<file path="config.mk">
export PLATFORM = sky130hd
export DESIGN_NAME = packet_order_arb
export DESIGN_NICKNAME = d
export VERILOG_FILES = /design/src/rtl/packet_order_arb.sv
export SDC_FILE = /design/constraint.sdc
export NUM_CORES = 1
export LEC_CHECK = 0
export BUFFER_PORTS_ARGS = -buffer_cell sky130_fd_sc_hd__clkbuf_2
export CAP_MARGIN = 15
export CORE_MARGIN = 4
export CORE_UTILIZATION = 55
export CTS_BUF_LIST = sky130_fd_sc_hd__clkbuf_16
export DETAILED_ROUTE_END_ITERATION = 10
export PLACE_DENSITY_LB_ADDON = 0.08
export SYNTH_ARGS = -nofsm -noshare
export SYNTH_HDL_FRONTEND = slang
export SYNTH_SLANG_ARGS = --single-unit
</file>
<file path="constraint.sdc">
create_clock -name clk -period 6.87 [get_ports clk]
set_clock_uncertainty 0.1 [all_clocks]
set_input_delay 0.3435 -clock clk [delete_from_list [all_inputs] [get_ports clk]]
set_output_delay 0.3435 -clock clk [all_outputs]
set_load 0.005 [all_outputs]
</file>
<file path="src/rtl/packet_order_arb.sv">
// packet_order_arb: in-order result arbiter for one node of a splitter tree.
// A small FIFO remembers which child (left/right) each committed packet went
// to; results are forwarded to the parent strictly in that order.
// Optional build macro PACKET_ORDER_ARB_STATS_EN adds a 32-bit fwd_count
// output counting forwarded (popped) packets.
module packet_order_arb #(
   parameter int DEPTH_LOG2 = 3
) (
   input  logic clk,
   input  logic rst_n,
   input  logic choice_push,
   input  logic choice_in,
   output logic full,
   input  logic rdy_left,
   input  logic rdy_right,
   input  logic grant_in,
   output logic rdy_out,
   output logic sel_left,
   output logic sel_right,
   input  logic done_fwd,
   output logic done_left,
   output logic done_right,
   output logic overflow
`ifdef PACKET_ORDER_ARB_STATS_EN
   ,
   output logic [31:0] fwd_count
`endif
);

   localparam int DEPTH = 1 << DEPTH_LOG2;
   localparam logic [DEPTH_LOG2:0] DEPTH_C = (DEPTH_LOG2 + 1)'(DEPTH);

   typedef enum logic [1:0] {
      IDLE  = 2'd0,
      WAIT  = 2'd1,
      GRANT = 2'd2
   } state_t;

   state_t                state_q, state_d;
   logic                  mem_q [DEPTH];
   logic                  mem_d [DEPTH];
   logic [DEPTH_LOG2-1:0] wr_ptr_q, wr_ptr_d;
   logic [DEPTH_LOG2-1:0] rd_ptr_q, rd_ptr_d;
   logic [DEPTH_LOG2:0]   count_q, count_d;
   logic                  sel_left_q, sel_left_d;
   logic                  sel_right_q, sel_right_d;
   logic                  overflow_q, overflow_d;

   logic head;
   logic head_rdy;
   logic push_acc;
   logic pop;

   // Head choice and the readiness of the child it points at
   always_comb begin
      head     = mem_q[rd_ptr_q];
      head_rdy = head ? rdy_right : rdy_left;
      // A push only looks at the pre-edge count, so a pop in the same
      // cycle does not make room for it.
      push_acc = choice_push && (count_q < DEPTH_C);
      pop      = (state_q == GRANT) && done_fwd;
   end

   // FIFO storage, pointers, count and sticky overflow
   always_comb begin
      mem_d      = mem_q;
      wr_ptr_d   = wr_ptr_q;
      rd_ptr_d   = rd_ptr_q;
      count_d    = count_q;
      overflow_d = overflow_q;
      if (push_acc) begin
         mem_d[wr_ptr_q] = choice_in;
         wr_ptr_d        = wr_ptr_q + 1'b1;
      end
      if (pop) begin
         rd_ptr_d = rd_ptr_q + 1'b1;
      end
      case ({push_acc, pop})
         2'b10:   count_d = count_q + 1'b1;
         2'b01:   count_d = count_q - 1'b1;
         default: count_d = count_q;
      endcase
      if (choice_push && !push_acc) begin
         overflow_d = 1'b1;
      end
   end

   // Grant FSM: IDLE until something is queued, WAIT offers the head
   // upstream, GRANT holds the route until the forwarder reports done
   always_comb begin
      state_d     = state_q;
      sel_left_d  = sel_left_q;
      sel_right_d = sel_right_q;
      case (state_q)
         IDLE: begin
            if (count_q != '0) begin
               state_d = WAIT;
            end
         end
         WAIT: begin
            if (head_rdy && grant_in) begin
               state_d     = GRANT;
               sel_left_d  = !head;
               sel_right_d = head;
            end
         end
         GRANT: begin
            if (done_fwd) begin
               sel_left_d  = 1'b0;
               sel_right_d = 1'b0;
               state_d     = (count_d != '0) ? WAIT : IDLE;
            end
         end
         default: begin
            state_d     = IDLE;
            sel_left_d  = 1'b0;
            sel_right_d = 1'b0;
         end
      endcase
   end

   // Control registers with synchronous active-low reset
   always_ff @(posedge clk) begin
      if (!rst_n) begin
         state_q     <= IDLE;
         wr_ptr_q    <= '0;
         rd_ptr_q    <= '0;
         count_q     <= '0;
         sel_left_q  <= 1'b0;
         sel_right_q <= 1'b0;
         overflow_q  <= 1'b0;
      end else begin
         state_q     <= state_d;
         wr_ptr_q    <= wr_ptr_d;
         rd_ptr_q    <= rd_ptr_d;
         count_q     <= count_d;
         sel_left_q  <= sel_left_d;
         sel_right_q <= sel_right_d;
         overflow_q  <= overflow_d;
      end
   end

   // Choice storage needs no reset: entries are only read once counted
   always_ff @(posedge clk) begin
      mem_q <= mem_d;
   end

`ifdef PACKET_ORDER_ARB_STATS_EN
   logic [31:0] fwd_count_q, fwd_count_d;

   // Forwarded-packet counter, wraps naturally at 32 bits
   always_comb begin
      fwd_count_d = fwd_count_q;
      if (pop) begin
         fwd_count_d = fwd_count_q + 32'd1;
      end
   end

   // Counter register
   always_ff @(posedge clk) begin
      if (!rst_n) begin
         fwd_count_q <= '0;
      end else begin
         fwd_count_q <= fwd_count_d;
      end
   end

   assign fwd_count = fwd_count_q;
`endif

   // Outputs are forced low while reset is held
   always_comb begin
      full       = rst_n && (count_q == DEPTH_C);
      rdy_out    = rst_n && (state_q == WAIT) && head_rdy;
      sel_left   = sel_left_q;
      sel_right  = sel_right_q;
      done_left  = rst_n && done_fwd && sel_left_q && (state_q == GRANT);
      done_right = rst_n && done_fwd && sel_right_q && (state_q == GRANT);
      overflow   = overflow_q;
   end

endmodule

</file>
======== Word-level counts from Yosys, hierarchy flattened ========
Index checks and enable logic that the tools add are counted.
storage, ports and cells
  flip-flop bits (word level) ............. 23
  RAM bits ................................ 0
  output and inout bits ................... 7
  bits in latches ......................... 0
  memories kept ........................... 0
  ROM bits ................................ 0
operators by class
  $lt $le $gt $ge ......................... 4
  equality and inequality tests ........... 8
  shift-type cells ........................ 0
  bitwise gates (word level) .............. 3
  multiplexer cells ....................... 18
  $mul .................................... 0
  div/mod/pow operators ................... 0
  add/sub/neg operators ................... 4
  reductions and logical operators ........ 20
operators by type and width
  kind                                                         count
  logical AND 1 bit                                            13
  bitwise mux 8 bit                                            1
  >= comparator 4 bit (second input constant)                  2
  2-to-1 mux 1 bit                                             8
  NOT 3 -> 4 bit                                               2
  case mux 4 bit (2 select lines)                              1
  nonzero test 4 bit                                           2
  adder 3 x 1 -> 3 bit (second input constant)                 2
  2-to-1 mux 2 bit                                             3
  != test 2 bit (second input constant)                        3
  case mux 1 bit (3 select lines)                              2
  case mux 2 bit (3 select lines)                              1
  AND reduction 3 bit                                          2
  adder 4 x 1 -> 4 bit (second input constant)                 1
  == test 2 x 1 -> 1 bit (second input constant)               2
  == test 2 bit (second input constant)                        2
  == test 4 bit (second input constant)                        1
  less-than comparator 4 x 1 -> 1 bit (second input constant)  1
  less-than comparator 4 bit (second input constant)           1
  subtractor 4 x 1 -> 4 bit (second input constant)            1
  binary-select mux 1 bit (select 3 bit)                       1
  demux 1 bit (select 3 bit)                                   1
  logical NOT 1 bit                                            2
  logical NOT 2 bit                                            1
  NOT 1 bit                                                    1

======== Depth between registers and ports, before layout ========
Gate-level depths: netlist of run 1.
  word-level depth ........................ 8
  mapped depth ............................ 11

======== Worst setup path after synthesis of run 1 ========
No wires, ideal clock.
  path type ............................... in2reg
  from .................................... input port choice_push
  to ...................................... register state_q[0]
  cell stages on the path ................. 10
  path slack .............................. 4.322 ns
  buffers on the path ..................... 2
  data required time ...................... 6.643 ns
  library setup time ...................... 0.127 ns
  data arrival time ....................... 2.321 ns
  cell sequence ........................... nor2b_1 -> clkbuf_1 -> inv_1 -> ha_1 -> buf_6 -> or4b_1 -> o22ai_1 -> nor3_1 -> o41ai_2 -> a21oi_1
between the ends
  word-level cells in the longest chain between the ends .. 7
  elaborated cells on any way between the ends .. 8
  classes of those cells .................. 2 x eq/ne; 4 x mux; 2 x reduce/logical
ends and longest elaborated chain
  what                                                     RTL line  RTL
  start, declared                                          11        input logic choice_push,
  logical AND 1 bit (*)                                    60        push_acc = choice_push && (count_q < DEPTH_C);
  == test 2 x 1 -> 1 bit or == test 2 bit (tied branches)  78        case ({push_acc, pop})
  case mux 4 bit (2 select lines) (*)                      78
  nonzero test 4 bit (*)                                   111       state_d = (count_d != '0) ? WAIT : IDLE;
  2-to-1 mux 1 bit (*)                                     111
  2-to-1 mux 2 bit (*)                                     108       if (done_fwd) begin
  case mux 2 bit (3 select lines) (*)                      94        case (state_q)
  end signal, assigned                                     133       state_q <= state_d;
  end, declared                                            39        state_t state_q, state_d;
Mark *: on every way between the ends. The rest lies on a longest branch, timed or not. The select of a mux whose other input is x is not followed.
A chain may end at the register's enable or synchronous reset.

======== Final worst setup path of run 1 ========
  from .................................... register count_q[3]
  to ...................................... register state_q[0]
between the ends
  word-level cells in the longest chain between the ends .. 8
  elaborated cells on any way between the ends .. 14
  classes of those cells .................. 2 x add/sub; 1 x order compare; 3 x eq/ne; 4 x mux; 4 x reduce/logical
ends and longest elaborated chain
  what                                                     RTL line  RTL
  start, declared                                          44        logic [DEPTH_LOG2:0] count_q, count_d;
  start signal, assigned                                   136       count_q <= count_d;
  less-than comparator 4 bit                               60
  logical AND 1 bit                                        60
  == test 2 x 1 -> 1 bit or == test 2 bit (tied branches)  78
  case mux 4 bit (2 select lines)                          78
  nonzero test 4 bit                                       111
  2-to-1 mux 1 bit                                         111
  2-to-1 mux 2 bit                                         108
  case mux 2 bit (3 select lines)                          94
Several ways; a longest one is shown, not always the timed one. The select of a mux whose other input is x is not followed.

==> results.toml, run 1 <==
[outcome]
status = "finished clean"

[floorplan]
fp.coreArea_sq_um = 2040
dieArea_sq_um = 3080
start_util = 0.607
die_w_microns = 55.5
boundaryPins = 15
die_y_microns = 55.5
rows = 16

[final_layout]
final_layout_size_suffix_gt1_frac = 0.167
multi_input_area_sq_um = 642
nNetsFinal = 152
fill_cells = 168
ff_latch_area_sq_um = 541
antenna_cells = 0
stdcell_count = 165
area_delta_synth_final_pct = 11.6

[yosys]
syn_nets = 139
ys_ff_latch = 23
syn-cell-area_sq_um = 1240
yosys_warnings = 0
ys_types = 35
syn_inst = 126
synth.area.mux_share = 0.102
synth_top_family_by_area = "simple AND/OR/NAND/NOR gates"
synth_compound_area_frac = 0.0827
synthAdderAreaFrac = 0.0505
synth-xor-area-share = 0.0494
synth-simple-area-share = 0.233
ys_seq_area_frac = 0.436
syn_avg_cell_area_sq_um = 9.84

[global_routing]
grt_usage = 0.157
antenna_found_initial = 0
grt_pass1_wl_microns = 3840
gr-total-overflow = 0
grt_pass1_vias = 862
grt_max_degree = 21

[critical_path]
cp-end-kind = "flip-flop"
crit_path_top_delay_cell = "or4b_1"
cp_slowest_stage_delay_ns = 0.55
worstRegToRegCells = 8
regToRegStartpoint = "count_q[3]"
startpoint_type = "flip-flop"
crit_required_ns = 6.90
path_cells = "nor2b_1 > inv_1 > ha_1 > or4b_1 > o22ai_1 > nor3_1 > o41ai_2 > a21oi_1"
crit_start = "count_q[3]"
timing.rr.end = "state_q[0]"
reg2reg_slack_ns = 4.07
crit_end = "state_q[0]"
worstSetupPathType = "flip-flop to flip-flop"
crit_arrival_ns = 2.83
crit_fanout = 9

[sta]
fmaxAchievable_ghz = 0.357
setup_tns_ns = 0
layout_min_cycle_time_ns = 2.80
final-max-slew-violation-count = 0
min_period_over_period = 0.408
worst_slew_margin_rel = 0.710
finalHoldViolations = 0
rsz0062_at_grt = "no"
tightest_slew_ns = 0.434
setup_viol = 0

[placed_design]
dp_cells = 161
gp_congestion = 0.782
dp_hpwl_microns = 1640
numPortBuffers = 14

[pwr]
irDropWorstVdd_mv = 0.150
power_density_nw_per_um2 = 227
p_leak_nw = 0.562

[detailed_routing]
drtAntennaViolNets = 0
drt_iter0_drc = 21
first_pass_iters = 4
wl_microns = 2170
via_per_inst = 5.41
via_count = 892
drt-wirelength-per-cell_microns = 13.2
post-route-drc-count = 0

[clock_tree]
htree_levels = 1
cts_made_buffers = 3
cts_resized = 0
clock_sinks = 23
cts.clk_slew.worst_paths_ns = 0.06
cts_tree = "yes"
clk_latency_ns = 0.25
post-cts-setup-buffer-count = 0
root_buffer = "clkbuf_16"
cts_max_path_buffers = 2
cts_hold_buf = 0

[flow_run]
maxCapViolCount = 0

[min_path]
min_path_type = "input pin to flip-flop"
worst min-delay path by stage:
stage / to / from / slack [ns] / cells after the start
CTS: overflow / choice_push / 0.26 / 3
global placement: sel_left / sel_left / 0.37 / 2
global route: mem_q[1] / choice_in / 0.30 / 1
detailed placement: sel_left / sel_left / 0.38 / 2
floorplan: mem_q[0] / choice_in / 0.34 / 0
finish: overflow / choice_push / 0.27 / 3
synthesized netlist by cell type:
master | count | share of area
a21boi_0 | 1 | 0.0061
a21oi_1 | 4 | 0.016
a2bb2oi_1 | 1 | 0.0071
a31o_1 | 1 | 0.0071
and2_1 | 6 | 0.030
and3_1 | 4 | 0.020
buf_2 | 1 | 0.0040
buf_6 | 2 | 0.018
clkbuf_1 | 3 | 0.0091
dfxtp_1 | 15 | 0.24
edfxtp_1 | 8 | 0.19
ha_1 | 5 | 0.050
inv_1 | 5 | 0.015
mux2i_1 | 9 | 0.073
mux2i_2 | 1 | 0.011
mux4_2 | 1 | 0.018
nand2_1 | 8 | 0.024
nand2b_1 | 4 | 0.020
nand3_1 | 4 | 0.016
nand3b_1 | 1 | 0.0061
nor2_1 | 11 | 0.033
nor2_2 | 1 | 0.0050
nor2b_1 | 5 | 0.025
nor3_1 | 5 | 0.020
nor3b_1 | 1 | 0.0061
o21a_1 | 2 | 0.012
o21ai_0 | 4 | 0.016
o22ai_1 | 1 | 0.0050
o41ai_2 | 1 | 0.013
or2_2 | 1 | 0.0050
or2b_1 | 1 | 0.0061
or3b_2 | 1 | 0.0071
or4b_1 | 1 | 0.0081
xnor2_1 | 5 | 0.035
xor2_1 | 2 | 0.014
per-layer routing:
layer,up-vias,GRT usage,wire [microns]
met5,-,0,0
met4,0,0.0903,48
met3,4,0.0303,63
met2,14,0.240,970
met1,417,0.206,1090
li1,457,-,-
logic make-up after synthesis:
| kind of cell | after synthesis |
|---|---|
| adders and majority gates | 5 |
| muxes | 11 |
| xor gates and xnor gates | 7 |
| AOI/OAI and AO/OA | 15 |
| buffers and inverters | 11 |
| DFF | 23 |
| and+or+nand+nor | 54 |
per-stage QoR:
stage	util	hold WS, ns	total power [mW]	worst slack [ns]	instance area, sq um
2_1_floorplan	-	0.342	0.188	4.32	1240
3_3_place_gp	0.639	0.369	0.196	4.08	1310
3_5_place_dp	0.639	0.376	0.197	3.98	1310
4_1_cts	0.678	0.265	0.317	4.08	1380
5_1_grt	0.678	0.297	0.331	3.87	1380
6_report	0.678	0.269	0.315	4.07	1380
layout make-up:
class,instances,share of cell area
clock buffer,3,0.0542
multi-input combinational,92,0.464
inverter,5,0.0136
timing repair buffer,14,0.0506
sequential,23,0.391
tap,27,0.0244
clock inverter,1,0.00271
power breakdown:
group / switching (mW) / leakage (nW) / total, mW / internal [mW]
Combinational: 0.0200 / 0.325 / 0.0388 / 0.0188
Sequential: 0.00866 / 0.195 / 0.156 / 0.147
Clock: 0.0424 / 0.0423 / 0.120 / 0.0775
Total: 0.0711 / 0.562 / 0.315 / 0.243
critical path: cells and delay by family, from the launching register on:
family,cells,cell delay [ns]
AND/OR/NAND/NOR,3,1.04
AO/OA/AOI/OAI,3,0.64
adder cells (fa/ha/maj),1,0.44
flip-flops,1,0.35
buffers and inverters,1,0.12
flip-flops by register name, indices dropped and copies added (netlist names):
name,count
state_q,2
rd_ptr_q,3
overflow,1
wr_ptr_q,3
mem_q,8
sel_left,1
count_q,4
sel_right,1
layout by cell type, fill, tap and decap left out, types with 6 or more instances in the layout:
cell type and n:
mux2i_1 9, inv_1 6, and2_1 6, edfxtp_1 8
nand2_1 8, nor2_1 11, clkbuf_2 14, dfxtp_1 15
Power figures use the tool's default switching activity.
==> inputs of run 2 (changes only) <==
--- a/config.mk
+++ b/config.mk
@@ -5,10 +5,11 @@
 export SDC_FILE = /design/constraint.sdc
 export NUM_CORES = 1
 export LEC_CHECK = 0
+export ABC_AREA = 1
 export BUFFER_PORTS_ARGS = -buffer_cell sky130_fd_sc_hd__clkbuf_2
 export CAP_MARGIN = 15
 export CORE_MARGIN = 4
-export CORE_UTILIZATION = 55
+export CORE_UTILIZATION = 51
 export CTS_BUF_LIST = sky130_fd_sc_hd__clkbuf_16
 export DETAILED_ROUTE_END_ITERATION = 10
 export PLACE_DENSITY_LB_ADDON = 0.08
==> constraint.sdc (replaced) <==
create_clock -name clk -period 2.3 [get_ports clk]
set_clock_uncertainty 0.1 [all_clocks]
set_input_delay 0.115 -clock clk [delete_from_list [all_inputs] [get_ports clk]]
set_output_delay 0.115 -clock clk [all_outputs]
set_load 0.005 [all_outputs]
==> run 2 against run 1 <==
Largest cell class unchanged; clock-buffer cell count unchanged; setup slack lost 3.9 ns; highest routed layer unchanged; first-iteration DRC count rose to 2.6 times the previous value.
==> results.toml, run 2 <==
[yosys]
syn_inst = 173
ys_ff_latch = 23
synth-xor-area-share = 0.0276
syn-cell-area_sq_um = 1270
synthAdderAreaFrac = 0.0494
ys_types = 21
synth_top_area_frac = 0.237
synth_top_family_by_area = "simple AND/OR/NAND/NOR gates"
yosysMostFrequentCell = "nand2_1"
yosysTopAreaCell = "dfxtp_1"
synth-simple-area-share = 0.293
synth_compound_area_frac = 0.0809
syn_avg_cell_area_sq_um = 7.33
yosys-top-cells-count = "35 x nand2_1, 33 x inv_1, 25 x nor2_1"
synthFlopType = "dfxtp_1"
synth-edff-count = 8
syn_nets = 186
ys_seq_area_frac = 0.426
yosys_warnings = 0
synth.area.mux_share = 0.00790
ys_async_sr_fraction = 0
netlist_top_cells_area = "dfxtp_1 24%, edfxtp_1 19%, nand2_1 10%"

[critical_path]
crit_path_top_delay_cell = "ha_1"
startpoint_type = "flip-flop"
crit_start = "state_q[1]"
cp_num_cells = 13
crit_arrival_ns = 2.19
cp-end-kind = "flip-flop"
worstRegToRegCells = 13
worstSetupPathType = "flip-flop to flip-flop"
crit_required_ns = 2.35
cpLargestDelayFamily = "simple AND/OR/NAND/NOR gates"
cp_slowest_stage_delay_ns = 0.40
crit_fanout = 5
path_cells = "inv_1 > nor2_2 > inv_2 > nor2_4 > buf_4 > buf_4 > ha_1 > mux2i_2 > nand2_1 > nor2_1 > nand3_1 > nand2_1 > a21oi_1"
regToRegStartpoint = "state_q[1]"
crit_buf_inv = 4

[floorplan]
dieArea_sq_um = 3350
rows = 17
die_w_microns = 57.9
fp.coreArea_sq_um = 2300
boundaryPins = 15
die_y_microns = 57.9
start_util = 0.552

[min_path]
min_path_type = "input pin to flip-flop"
min_from = "choice_push"
hold_depth = 3

[global_routing]
grt_max_degree = 14
antenna_found_initial = 0
grt_usage = 0.166
gr-total-overflow = 0
grt_pass1_vias = 1038
grt_pass1_wl_microns = 4220

[detailed_routing]
drt_iter0_drc = 55
post-route-drc-count = 0
first_pass_iters = 4
wl_microns = 2630
drt-wirelength-per-cell_microns = 11.8
via_count = 1108
drtAntennaViolNets = 0
via_per_inst = 4.97

[placed_design]
gp_congestion = 0.806
dp_hpwl_microns = 1900
numPortBuffers = 14
dp_cells = 216

[pwr]
power_density_nw_per_um2 = 879
p_leak_nw = 0.745
irDropWorstVdd_mv = 0.728
power_mw = 1.33

[clock_tree]
clock_sinks = 23
root_buffer = "clkbuf_16"
clk_latency_ns = 0.26
cts_max_path_buffers = 2
cts_made_buffers = 3
cts.clk_slew.worst_paths_ns = 0.06
cts_hold_buf = 0
htree_levels = 1
cts_tree = "yes"

[sta]
layout_min_cycle_time_ns = 2.14
finalHoldViolations = 0
fmaxAchievable_ghz = 0.468
tightest_slew_ns = 0.353
setup_viol = 0
hold_ws_ns = 0.0126
final-max-slew-violation-count = 0
worst_slew_margin_rel = 0.762
min_period_over_period = 0.929

[outcome]
status = "finished clean"

[final_layout]
final_common_cell = "nand2_1"
largest_reg_flops = 8
largest_register = "mem_q"
layout_common_cells = "35 x nand2_1, 31 x inv_1, 22 x nor2_1, 14 x dfxtp_1, 14 x clkbuf_2"
nNetsFinal = 209
antenna_cells = 0
final_core_util = 0.661
reg.largest.list = "mem_q (8), count_q (4)"
final_layout_size_suffix_gt1_frac = 0.215
fill_cells = 209
stdcell_count = 223
area_delta_synth_final_pct = 19.7

[flow_run]
maxCapViolCount = 0
## run 2: where the power goes
part           internal (mW)  switching (mW)
logic                  0.170           0.267
registers              0.476          0.0420
clock network          0.234           0.145
## run 2: area by class of cell
type                       instances  area (sq um)  share of cell area
clock buffer                       3          75.1              0.0495
clock inverter                     1          5.00             0.00330
multi-input combinational        114           622               0.410
sequential                        23           542               0.357
tap                               28          35.0              0.0231
inverter                          35           131              0.0866
timing repair buffer              19           108              0.0709
## run 2: final timing paths
| check | end | slack, ns |
|---|---|---|
| setup / recovery | state_q[0] | 0.16 |
| hold / removal | overflow | 0.01 |
| setup reg to reg | state_q[0] | 0.16 |
| hold reg to reg | overflow | 0.39 |
## run 2: what timing repair did
item / 4_1_cts / 5_1_grt
endpoints found under the setup margin: 0 / 1
buffers inserted: 0 / 3
gates resized for setup: 0 / 13
## run 2: kinds of logic after synthesis
group,after synthesis
muxes,1
adders and majority gates,5
xor gates and xnor gates,4
buffers and inverters,36
and+or+nand+nor,84
AOI/OAI and AO/OA,20
DFF,23
## run 2: metal layers
metal | vias up | global-route usage | wire [microns]
li1 | 587 | - | -
met1 | 489 | 0.198 | 1240
met2 | 27 | 0.256 | 1170
met3 | 5 | 0.0468 | 146
met4 | 0 | 0.116 | 68
met5 | - | 0 | 0
## run 2: tightest hold or removal path: cells and delay by family
kind	cells	cell delay [ns]
AO/OA/AOI/OAI	1	0.06
buffers and inverters	1	0.09
AND/OR/NAND/NOR	1	0.07
## run 2: through the flow
step                worst slack, ns  TNS, ns  area, sq um
floorplan                     0.204        0         1270
global placement              0.161        0         1370
detailed placement           0.0543        0         1370
CTS                         0.00928        0         1450
global route                -0.0111  -0.0111         1520
finish                        0.163        0         1520
